### src/rtl/phy_reg_status.sv
// phy_reg_status: speculative/committed rename state with commit release and flush recovery
module phy_reg_status #(
  parameter int RB = 2,
  parameter int RP = 4
) (
  input  logic              CLK,
  input  logic              RSTn,
  input  logic [32*RB-1:0]  rnAct_X_dnxt,
  output logic [32*RB-1:0]  rnAct_X_qout,
  input  logic [32*RP-1:0]  rnBufU_rename_set,
  output logic [32*RP-1:0]  rnBufU_qout,
  output logic [32*RP-1:0]  wbLog_qout,
  output logic [32*RB-1:0]  archi_X_qout,
  input  logic              wb_vaild,
  input  logic [4+RB:0]     wb_rd,
  input  logic              commit_vaild,
  input  logic [4+RB:0]     commit_rd,
  input  logic              flush,
  output logic              rn_block
);
  typedef enum logic {NORMAL, RECOVER} state_e;
  localparam logic [32*RP-1:0] ONE = {{(32*RP-1){1'b0}}, 1'b1};
  localparam logic [32*RP-1:0] RST_BITS = {32{{(RP-1){1'b0}}, 1'b1}};
  localparam logic [32*RP-1:0] NO_X0_RP = {{(31*RP){1'b1}}, {RP{1'b0}}};
  localparam logic [32*RB-1:0] NO_X0_RB = {{(31*RB){1'b1}}, {RB{1'b0}}};
  state_e state_q, state_d;
  logic [32*RB-1:0] rn_act_q, rn_act_d, archi_q, archi_d;
  logic [32*RP-1:0] rn_bufu_q, rn_bufu_d, wb_log_q, wb_log_d;
  logic [32*RP-1:0] rel_mask, ren_set, wb_mask, commit_oh;
  logic [4:0] c_r, w_r;
  logic [RB-1:0] c_c, old_c;
  logic commit_en;
  always_ff @(posedge CLK or negedge RSTn)
    if (!RSTn) state_q <= NORMAL;
    else state_q <= state_d;
  always_comb state_d = flush ? RECOVER : NORMAL;
  always_comb rn_block = flush | (state_q == RECOVER);
  always_comb begin
    c_r = commit_rd[RB+:5];
    c_c = commit_rd[RB-1:0];
    w_r = wb_rd[RB+:5];
    old_c = archi_q[c_r*RB+:RB];
    commit_en = commit_vaild && c_r != 5'd0;
    archi_d = archi_q;
    if (commit_en) archi_d[c_r*RB+:RB] = c_c;
    rel_mask = (commit_en && c_c != old_c) ? ONE << {c_r, old_c} : '0;
    ren_set = rn_block ? '0 : rnBufU_rename_set & NO_X0_RP;
    wb_mask = (wb_vaild && w_r != 5'd0) ? ONE << wb_rd : '0;
    commit_oh = '0;
    for (int r = 0; r < 32; r++) commit_oh[r*RP+:RP] = RP'(1) << archi_d[r*RB+:RB];
    rn_act_d = flush ? archi_d : rn_block ? rn_act_q : rnAct_X_dnxt & NO_X0_RB;
    rn_bufu_d = flush ? commit_oh : (rn_bufu_q | ren_set) & ~rel_mask;
    wb_log_d = flush ? commit_oh : (wb_log_q & ~ren_set & ~rel_mask) | wb_mask;
  end
  always_ff @(posedge CLK or negedge RSTn)
    if (!RSTn) begin
      rn_act_q <= '0;
      archi_q <= '0;
      rn_bufu_q <= RST_BITS;
      wb_log_q <= RST_BITS;
    end else begin
      rn_act_q <= rn_act_d;
      archi_q <= archi_d;
      rn_bufu_q <= rn_bufu_d;
      wb_log_q <= wb_log_d;
    end
  assign rnAct_X_qout = rn_act_q;
  assign archi_X_qout = archi_q;
  assign rnBufU_qout = rn_bufu_q;
  assign wbLog_qout = wb_log_q;
endmodule

### config.mk
export PLATFORM = sky130hd
export DESIGN_NAME = phy_reg_status
export DESIGN_NICKNAME = d
export VERILOG_FILES = /design/src/rtl/phy_reg_status.sv
export SDC_FILE = /design/constraint.sdc
export NUM_CORES = 1
export LEC_CHECK = 0
export BUFFER_PORTS_ARGS = -buffer_cell sky130_fd_sc_hd__buf_2
export CORE_MARGIN = 2
export CORE_UTILIZATION = 30
export CTS_CLUSTER_DIAMETER = 200
export DETAILED_ROUTE_END_ITERATION = 8
export HOLD_SLACK_MARGIN = 0.12
export PLACE_DENSITY = 0.49
export SETUP_SLACK_MARGIN = 0.02
export SLEW_MARGIN = 20
export SYNTH_ARGS = -nofsm -noshare
export SYNTH_HDL_FRONTEND = slang
export SYNTH_SLANG_ARGS = --single-unit
### constraint.sdc
create_clock -name CLK -period 3.06 [get_ports CLK]
set_clock_uncertainty 0.2 [all_clocks]
set_input_delay 0.306 -clock CLK [delete_from_list [all_inputs] [get_ports CLK]]
set_output_delay 0.306 -clock CLK [all_outputs]
set_load 0.02 [all_outputs]
* Yosys cells after proc, flatten, opt, wreduce, memory -nomap -nowiden
Index checks and enable logic that the tools add are counted.
** Cells by class
- Reduce and logical (&&, ||, !) cells :: 5
- Eq/ne operators :: 2
- Bitwise gates (word level) :: 8
- $add $sub $neg :: 1
- Order comparisons :: 0
- Multipliers :: 0
- Mux-type cells :: 10
- Divide/modulo/power cells :: 0
- Shift operators :: 37
** Operator list (number)
- 128-bit two-way mux :: 5
- 128-bit AND :: 3
- 128-bit NOT :: 2
- 128-bit bitwise OR :: 2
- 1-bit by 7-bit left shift with 128-bit output (first input constant) :: 2
- 64-bit two-way mux :: 3
- 1-bit by 2-bit left shift with 4-bit output (first input constant) :: 32
- 64-bit bitwise mux :: 1
- 2-bit by 34-bit variable shift with 64-bit output (first input constant) :: 1
- 2-bit by 34-bit variable part select with 64-bit output :: 1
- 64-bit by 7-bit variable part select with 2-bit output :: 1
- 6-bit negation with 34-bit output :: 1
- 5-bit nonzero test :: 2
- 1-bit logical AND :: 3
- 2-bit != test :: 1
- 2-bit != test (second input constant) :: 1
- 1-bit two-way mux :: 1
- 1-bit bitwise OR :: 1
** Word-level totals
- Input bits :: 211
- Register bits after elaboration :: 385
- Bits in latches :: 0
- Memories kept :: 0
- Output and inout bits :: 385
- ROM bits :: 0
- Bits in writable memories :: 0
- Word-level logic and storage cells :: 68

* Longest topological paths before layout
Gate-level depths: netlist of the first run.
- Word-level depth :: 8
- Depth in mapped cells :: 17
- Mapped depth without buffers :: 11

* Least setup slack after synthesis of the first run
Ideal clock, no wire load.
- Path kind :: input -> register
- Start :: input commit_rd[2]
- End :: register rn_bufu_q[53], in the netlist rnBufU_qout[53]
- Stages on the path :: 15
- Path buffers :: 6
- Arrival time :: 3398 ps
- Library setup time :: 95 ps
- Slack :: -633 ps
- Data required time :: 2765 ps
- Cells stage by stage :: buf_6 > buf_6 > buf_6 > buf_4 > buf_2 > inv_1 > ha_1 > nor3b_1 > ha_1 > buf_1 > nand2_1 > nor4_1 > mux2_2 > or3_1 > o31ai_1
** On the way
- Elaborated cells on any way between the ends :: 16
- Classes of those cells :: add/sub (1); eq/ne (1); shift (5); mux (4); bitwise (2); reduce/logical (3)
** RTL lines
- from (decl) :: RTL line 17 : input logic [4+RB:0] commit_rd,
- 6-bit negation with 34-bit output :: RTL line 45 : if (commit_en) archi_d[c_r*RB+:RB] = c_c;
- 2-bit by 34-bit variable part select with 64-bit output or 2-bit by 34-bit variable shift with 64-bit output (tied branches) :: RTL line 45
- 64-bit bitwise mux :: RTL line 45
- 64-bit two-way mux * :: RTL line 45
- via archi_d[27] :: RTL line 27 : logic [32*RB-1:0] rn_act_q, rn_act_d, archi_q, archi_d;
- 1-bit by 2-bit left shift with 4-bit output * :: RTL line 50 : for (int r = 0; r < 32; r++) commit_oh[r*RP+:RP] = RP'(1) << archi_d[r*RB+:RB];
- 128-bit two-way mux * :: RTL line 52 : rn_bufu_d = flush ? commit_oh : (rn_bufu_q | ren_set) & ~rel_mask;
- via rn_bufu_d[53] :: RTL line 28 : logic [32*RP-1:0] rn_bufu_q, rn_bufu_d, wb_log_q, wb_log_d;
- to (signal assigned) :: RTL line 64 : rn_bufu_q <= rn_bufu_d;
- to (decl) :: RTL line 28
Mark *: on every way through the listed nets, which the timed path passes. The rest lies on a longest branch.
A chain may end at the register's enable or synchronous reset.

* Worst setup path after layout of the first run
- Start :: register archi_q[2], in the netlist archi_X_qout[2]
- End :: register wb_log_q[36], in the netlist wbLog_qout[36]
** On the way
- Longest elaborated chain between the ends :: 8
- Elaborated cells on any way between the ends :: 9
- Classes of those cells :: eq/ne (1); shift (2); mux (2); bitwise (3); reduce/logical (1)
** Ends and longest elaborated chain
- from (decl) :: RTL line 27
- from (signal assigned) :: RTL line 63 : archi_q <= archi_d;
- 64-bit by 7-bit variable part select with 2-bit output * :: RTL line 42 : old_c = archi_q[c_r*RB+:RB];
- 2-bit != test :: RTL line 46 : rel_mask = (commit_en && c_c != old_c) ? ONE << {c_r, old_c} : '0;
- 1-bit logical AND :: RTL line 46
- 128-bit two-way mux * :: RTL line 46
- 128-bit NOT * :: RTL line 53 : wb_log_d = flush ? commit_oh : (wb_log_q & ~ren_set & ~rel_mask) | wb_mask;
- 128-bit AND * :: RTL line 53
- 128-bit bitwise OR * :: RTL line 53
- 128-bit two-way mux * :: RTL line 53
- via wb_log_d[36] :: RTL line 28
- to (signal assigned) :: RTL line 65 : wb_log_q <= wb_log_d;
- to (decl) :: RTL line 28
Marked as above.

==> results of run 1 <==
## area by class of cell
cell class,instances,area share [%]
clock inverters,21,0.581
well taps,864,3.44
multi-input cells,1504,32.2
repair buffers,1232,27.8
diodes,1,0.00795
inverters,65,0.815
flip-flops and latches,385,30.9
clock buffers,67,4.29
## routing by layer
metal | up-vias | routed length [µm] | GRT usage (%)
li1 | 10200 | - | -
met1 | 11900 | 52000 | 46.4
met2 | 1288 | 52700 | 50.8
met3 | 253 | 9190 | 6.07
met4 | 8 | 4720 | 11.7
met5 | - | 45 | 0
## cells in the mapped netlist, types with 5 or more instances
master and number:
nor2_1 83, nor2b_1 28, a211oi_1 22, buf_2 7, nor4_1 75, dfstp_2 64
nor3b_1 11, mux4_2 12, o21ai_0 137, o41ai_1 22, nand2b_1 20, mux2_2 28
o221ai_1 117, a21o_1 13, o2bb2ai_1 7, buf_1 11, clkbuf_1 143, o31ai_1 95
a21oi_1 174, o211ai_1 12, inv_1 63, and3b_1 18, and3_1 14, nand2_1 222
nand3_1 169, and2_1 5, or3_1 14, nor3_1 30, dfrtp_1 321, nand4_1 16
mux2i_1 95, a31oi_1 9, o21ai_1 5
## registers in the layout, indices dropped and copies added, names as in the netlist
register and count:
state_q 1, archi_X_qout 64, rnAct_X_qout 64, rnBufU_qout 128, wbLog_qout 128
## worst paths after layout
path | from | end
max | archi_X_qout[2] | wbLog_qout[36]
min | RSTn | wbLog_qout[127]
max reg2reg | archi_X_qout[2] | wbLog_qout[36]
min reg2reg | rnBufU_qout[0] | rnBufU_qout[0]
max in group asynchronous | RSTn | rnBufU_qout[124]
min in group CLK | wb_vaild | wbLog_qout[124]
## per-stage QoR
step                TNS (ns)  hold slack [ns]
floorplan             -29.32           -0.190
global placement      -78.51            0.179
detailed placement    -89.25            0.176
CTS                   -0.189            0.150
global route         -0.0223            0.168
finish                     0            0.105
## cells by family (layout without fill, tap and decap cells)
logic type,count (synthesis),count (layout),share of synthesized area [%]
simple gates,730,730,18.4
xor+xnor,2,2,0.0873
flops,385,385,48.4
mux,135,135,7.65
other cells,0,1,0
buf+inv,231,1385,4.51
compound gates,635,635,20.9
fa+ha+maj,2,2,0.125
## where the power goes
part / switching, mW / internal, mW / total, mW
Combinational: 4.28 / 2.58 / 6.86
Sequential: 0.727 / 6.07 / 6.80
Clock: 2.44 / 3.26 / 5.69
Total: 7.45 / 11.9 / 19.4
## placed cells by master (no fill, tap or decap), types with 12 or more instances in the layout
master / instances
o31ai_1: 95
nor2b_1: 25
dfrtp_1: 320
mux2i_1: 92
o221ai_1: 116
clkbuf_16: 48
buf_4: 406
nor2_1: 80
o21ai_1: 28
dlygate4sd3_1: 201
or3_1: 14
mux4_2: 12
nor4_1: 43
buf_12: 33
nand4_1: 16
nand2b_1: 20
a21oi_1: 171
o211ai_1: 12
mux2_2: 25
nand3_1: 163
o21ai_0: 108
a211oi_1: 21
nor3_1: 26
buf_2: 586
a21o_1: 13
inv_1: 60
dfstp_2: 64
and3_1: 14
nand2_1: 219
nor4_2: 27
and3b_1: 18
## what timing repair did
| action | in CTS | in global routing |
|---|---|---|
| gates cloned | 0 | 2 |
| hold buffers | 201 | 0 |
| endpoints found under the setup margin | 122 | 92 |
| setup buffers | 0 | 5 |
| gates resized for setup | 4 | 63 |
| endpoints found under the hold margin | 564 | 0 |
| pin swaps | 0 | 4 |
==> results.json, run 1 <==
{
  "instances_no_fill": 4139,
  "fin_crit_ns": 3.00,
  "syn_avg_cell_area_um2": 9.47,
  "max_slew_margin_pct": 22.2,
  "first_pass_iters": 5,
  "die_x_um": 263,
  "path_delay_family": "simple AND/OR/NAND/NOR gates",
  "power_mw": 19.4,
  "hp-class": "in -> async",
  "nFillCells": 6288,
  "ys_dominant_reg_cell": "dfrtp_1",
  "yosysTopAreaCell": "dfrtp_1",
  "fin_nets": 3448,
  "power.leakage_nw": 15.0,
  "multiInputGateArea_um2": 10100,
  "post-route-util_pct": 47.7,
  "yosysUniqueCellTypes": 65,
  "worstPathBufferInverterCount": 1,
  "syn_nets": 2333,
  "clockBufferDepth": 3,
  "status": "finished clean",
  "critical_path_cell_count": 7,
  "io_buffers": 589,
  "ys_warn_count": 0,
  "crit_path_start_kind": "flop",
  "post_dp_cell_area_um2": 27400,
  "dp_hpwl_um": 88200,
  "drtIter0Drc": 2513,
  "yosys_register_bits": 385,
  "cts_tree": "built",
  "fp.dieH_um": 263,
  "die_area_um2": 69000,
  "netlist_instances": 2120,
  "vias": 23700,
  "cts.reportedPaths.clkPinSlew_ns": 0.06,
  "endpoint_kind": "flop",
  "start_util_pct": 30.4,
  "max_freq_mhz": 333,
  "finish.instance_area_um2": 31500,
  "antenna_found_initial": 5,
  "critPathKind": "reg -> reg",
  "clock_latency_ns": 0.59,
  "cp_max_fo": 8,
  "tightest_slew_ns": 1.16,
  "power_density_nw_per_um2": 615,
  "core_um2": 66000,
  "grt_pass1_wl_um": 167000,
  "hold_violations": 0,
  "cts_max_level": 2,
  "syn_area_um2": 20100,
  "grt_max_degree": 95,
  "synth_edf_count": 0,
  "arrival_ns": 3.29,
  "drv_slew": 0,
  "cts_root_buffer": "clkbuf_16",
  "cts_inserted_buffers": 47,
  "routed_via_density": 5.73,
  "synthTopCellsByArea": "dfrtp_1 (40%), dfstp_2 (8.4%), o221ai_1 (5.1%)",
  "ir_drop_mv": 0.447,
  "drc": 0,
  "seq_area_frac_synth_pct": 48.4,
  "core.rowCount": 94,
  "cpPeakStageDelay_ns": 0.62,
  "slowest_stage": "or4_4",
  "gr-total-overflow": 0,
  "numClockSinks": 385,
  "io-pin-count": 596,
  "drive_gt1_share_pct": 40.3,
  "dpl_worst_slack_ns": -0.568,
  "setup_ws_ns": 0.0582,
  "drtAntennaViolNets": 0,
  "track_usage_pct": 33.0,
  "synth_top_area_share_pct": 40.0,
  "rr_worst_depth": 7,
  "routed_wl_um": 119000,
  "gp_congestion": 0.974,
  "setup_violations": 0,
  "period_share_pct": 98.1,
  "rsz0062_at_grt": "yes",
  "wl_per_cell_um": 28.7,
  "drv_cap": 0,
  "ys_async_sr_fraction_pct": 100,
  "cp.required_ns": 3.35,
  "crit_chain": "mux4_2 > mux2i_4 > nor2_2 > or4_4 > clkbuf_16 > o41ai_1 > o221ai_1",
  "area_growth_pct": 56.7,
  "dp_cells": 3842,
  "grt_pass1_vias": 23200,
  "ff2ff_setup_slack_ns": 0.06,
  "seqCellArea_um2": 9720
}
(Power assumes the default switching activity.)
==> inputs of run 2 (changes only) <==
- CTS_BUF_LIST: unset -> sky130_fd_sc_hd__clkbuf_4
- GPL_TIMING_DRIVEN: unset -> 0
==> results.json, run 2 (synthesized netlist as in run 1, its figures left out) <==
{
  "fin_nets": 3506,
  "power_mw": 19.0,
  "numClockSinks": 385,
  "period_share_pct": 101,
  "crit_chain": "buf_2 > dlygate4sd3_1 > clkbuf_1 > clkbuf_1 > clkbuf_1 > nand2_1 > o221ai_1",
  "io_buffers": 587,
  "track_usage_pct": 38.2,
  "fin_crit_ns": 3.10,
  "vias": 25100,
  "max_freq_mhz": 322,
  "min_from": "rnBufU_rename_set[19]",
  "power.leakage_nw": 14.6,
  "drc": 0,
  "critPathKind": "in -> reg",
  "rsz0062_at_grt": "yes",
  "power_density_nw_per_um2": 580,
  "drive_gt1_share_pct": 36.9,
  "clock_latency_ns": 0.95,
  "tightest_slew_ns": 1.30,
  "cpPeakStageDelay_ns": 0.87,
  "slowest_stage": "clkbuf_1",
  "start_util_pct": 30.4,
  "die_x_um": 263,
  "hold_violations": 0,
  "seqCellArea_um2": 9740,
  "drv_cap": 0,
  "cts_tree": "built",
  "drtIter0Drc": 2552,
  "fp.dieH_um": 263,
  "tns_ns": -0.123,
  "dpl_worst_slack_ns": -1.74,
  "crit_top_cell": "clkbuf_1",
  "layout_common_cells": "buf_2 (589), dlygate4sd3_1 (396), dfrtp_1 (306)",
  "status": "finished with violations",
  "grt_max_degree": 93,
  "core.rowCount": 94,
  "die_area_um2": 69000,
  "dp_hpwl_um": 100000,
  "wl_per_cell_um": 31.9,
  "hp-class": "in -> reg",
  "cp_max_fo": 10,
  "violations": "negative setup slack",
  "gr-total-overflow": 0,
  "first_pass_iters": 6,
  "cp.required_ns": 3.68,
  "nFillCells": 6346,
  "max_slew_margin_pct": 13.3,
  "endpoint_kind": "flop",
  "drv_slew": 0,
  "reg2reg_from": "archi_X_qout[20]",
  "routed_via_density": 5.90,
  "layout_commonest_cell": "buf_2",
  "gp_congestion": 0.958,
  "core_um2": 66000,
  "cts_root_buffer": "clkbuf_4",
  "cts_inserted_buffers": 112,
  "drtAntennaViolNets": 0,
  "crit_path_start_kind": "input port",
  "area_growth_pct": 62.8,
  "grt_pass1_vias": 25200,
  "ir_drop_mv": 0.277,
  "io-pin-count": 596,
  "setup_ws_ns": -0.0445,
  "routed_wl_um": 136000,
  "multiInputGateArea_um2": 11500,
  "cts.reportedPaths.clkPinSlew_ns": 0.07,
  "crit_path_start": "flush",
  "arrival_ns": 3.73,
  "antenna_found_initial": 8,
  "setup_violations": 5,
  "cts_max_level": 3,
  "grt_pass1_wl_um": 188000,
  "clockBufferDepth": 3
}
## run 2: metrics by stage
step | hold slack (ns) | cell area [µm²] | std cells | utilization, %
3_5_place_dp | 0.0563 | 24500 | 3576 | 37.1
3_3_place_gp | 0.241 | 24400 | 3571 | 36.9
5_1_grt | 0.166 | 32700 | 4251 | 49.5
6_report | 0.151 | 32700 | 4255 | 49.5
2_1_floorplan | -0.190 | 20300 | 2120 | -
4_1_cts | 0.120 | 31900 | 4222 | 48.3
## run 2: power by group
part / switching, mW / internal, mW / leakage [nW]
clock: 2.55 / 2.66 / 0.874
combinational: 4.47 / 2.35 / 8.86
sequential: 0.881 / 6.07 / 4.86
## run 2: layer usage
layer  wire length (µm)  up-vias  track usage [%]  part of all wire [%]
met5                 18        -                0                 0.013
met4               6740        4             18.6                   5.0
met3              13700      323             10.1                    10
met2              61000     1577             59.2                    45
met1              54300    12800             49.4                    40
li1                   -    10400                -                     -
## run 2: cell type report
cell class / instances / share of cell area [%]
sequential: 385 / 29.8
inverter: 65 / 0.758
buffer: 162 / 2.92
tap: 864 / 3.31
timing repair buffer: 1063 / 23.4
clock inverter: 33 / 0.555
antenna: 6 / 0.0459
multi-input combinational: 1504 / 35.3
clock buffer: 173 / 3.97
## run 2: what timing repair did
item	4_1_cts	5_1_grt
endpoints found under the setup margin	312	244
pin swaps	41	32
hold buffers	397	0
hold endpoints to repair	722	0
buffers inserted	45	26
cloned	1	1
resized for setup	278	134
## run 2: worst paths after layout
kind,cells after the start,slack (ns),endpoint
setup / recovery,7,-0.04,wbLog_qout[16]
hold / removal,4,0.15,rnBufU_qout[19]
setup reg to reg,7,-0.02,wbLog_qout[8]
hold reg to reg,1,0.31,rnBufU_qout[0]
max in group asynchronous,6,1.12,rnBufU_qout[56]
min in group asynchronous,4,0.34,rnAct_X_qout[37]
## run 2: worst max-delay path: cells and delay by family
family | cells | cell delay [ns]
simple gates | 1 | 0.41
buf+inv | 5 | 2.77
compound gates | 1 | 0.20
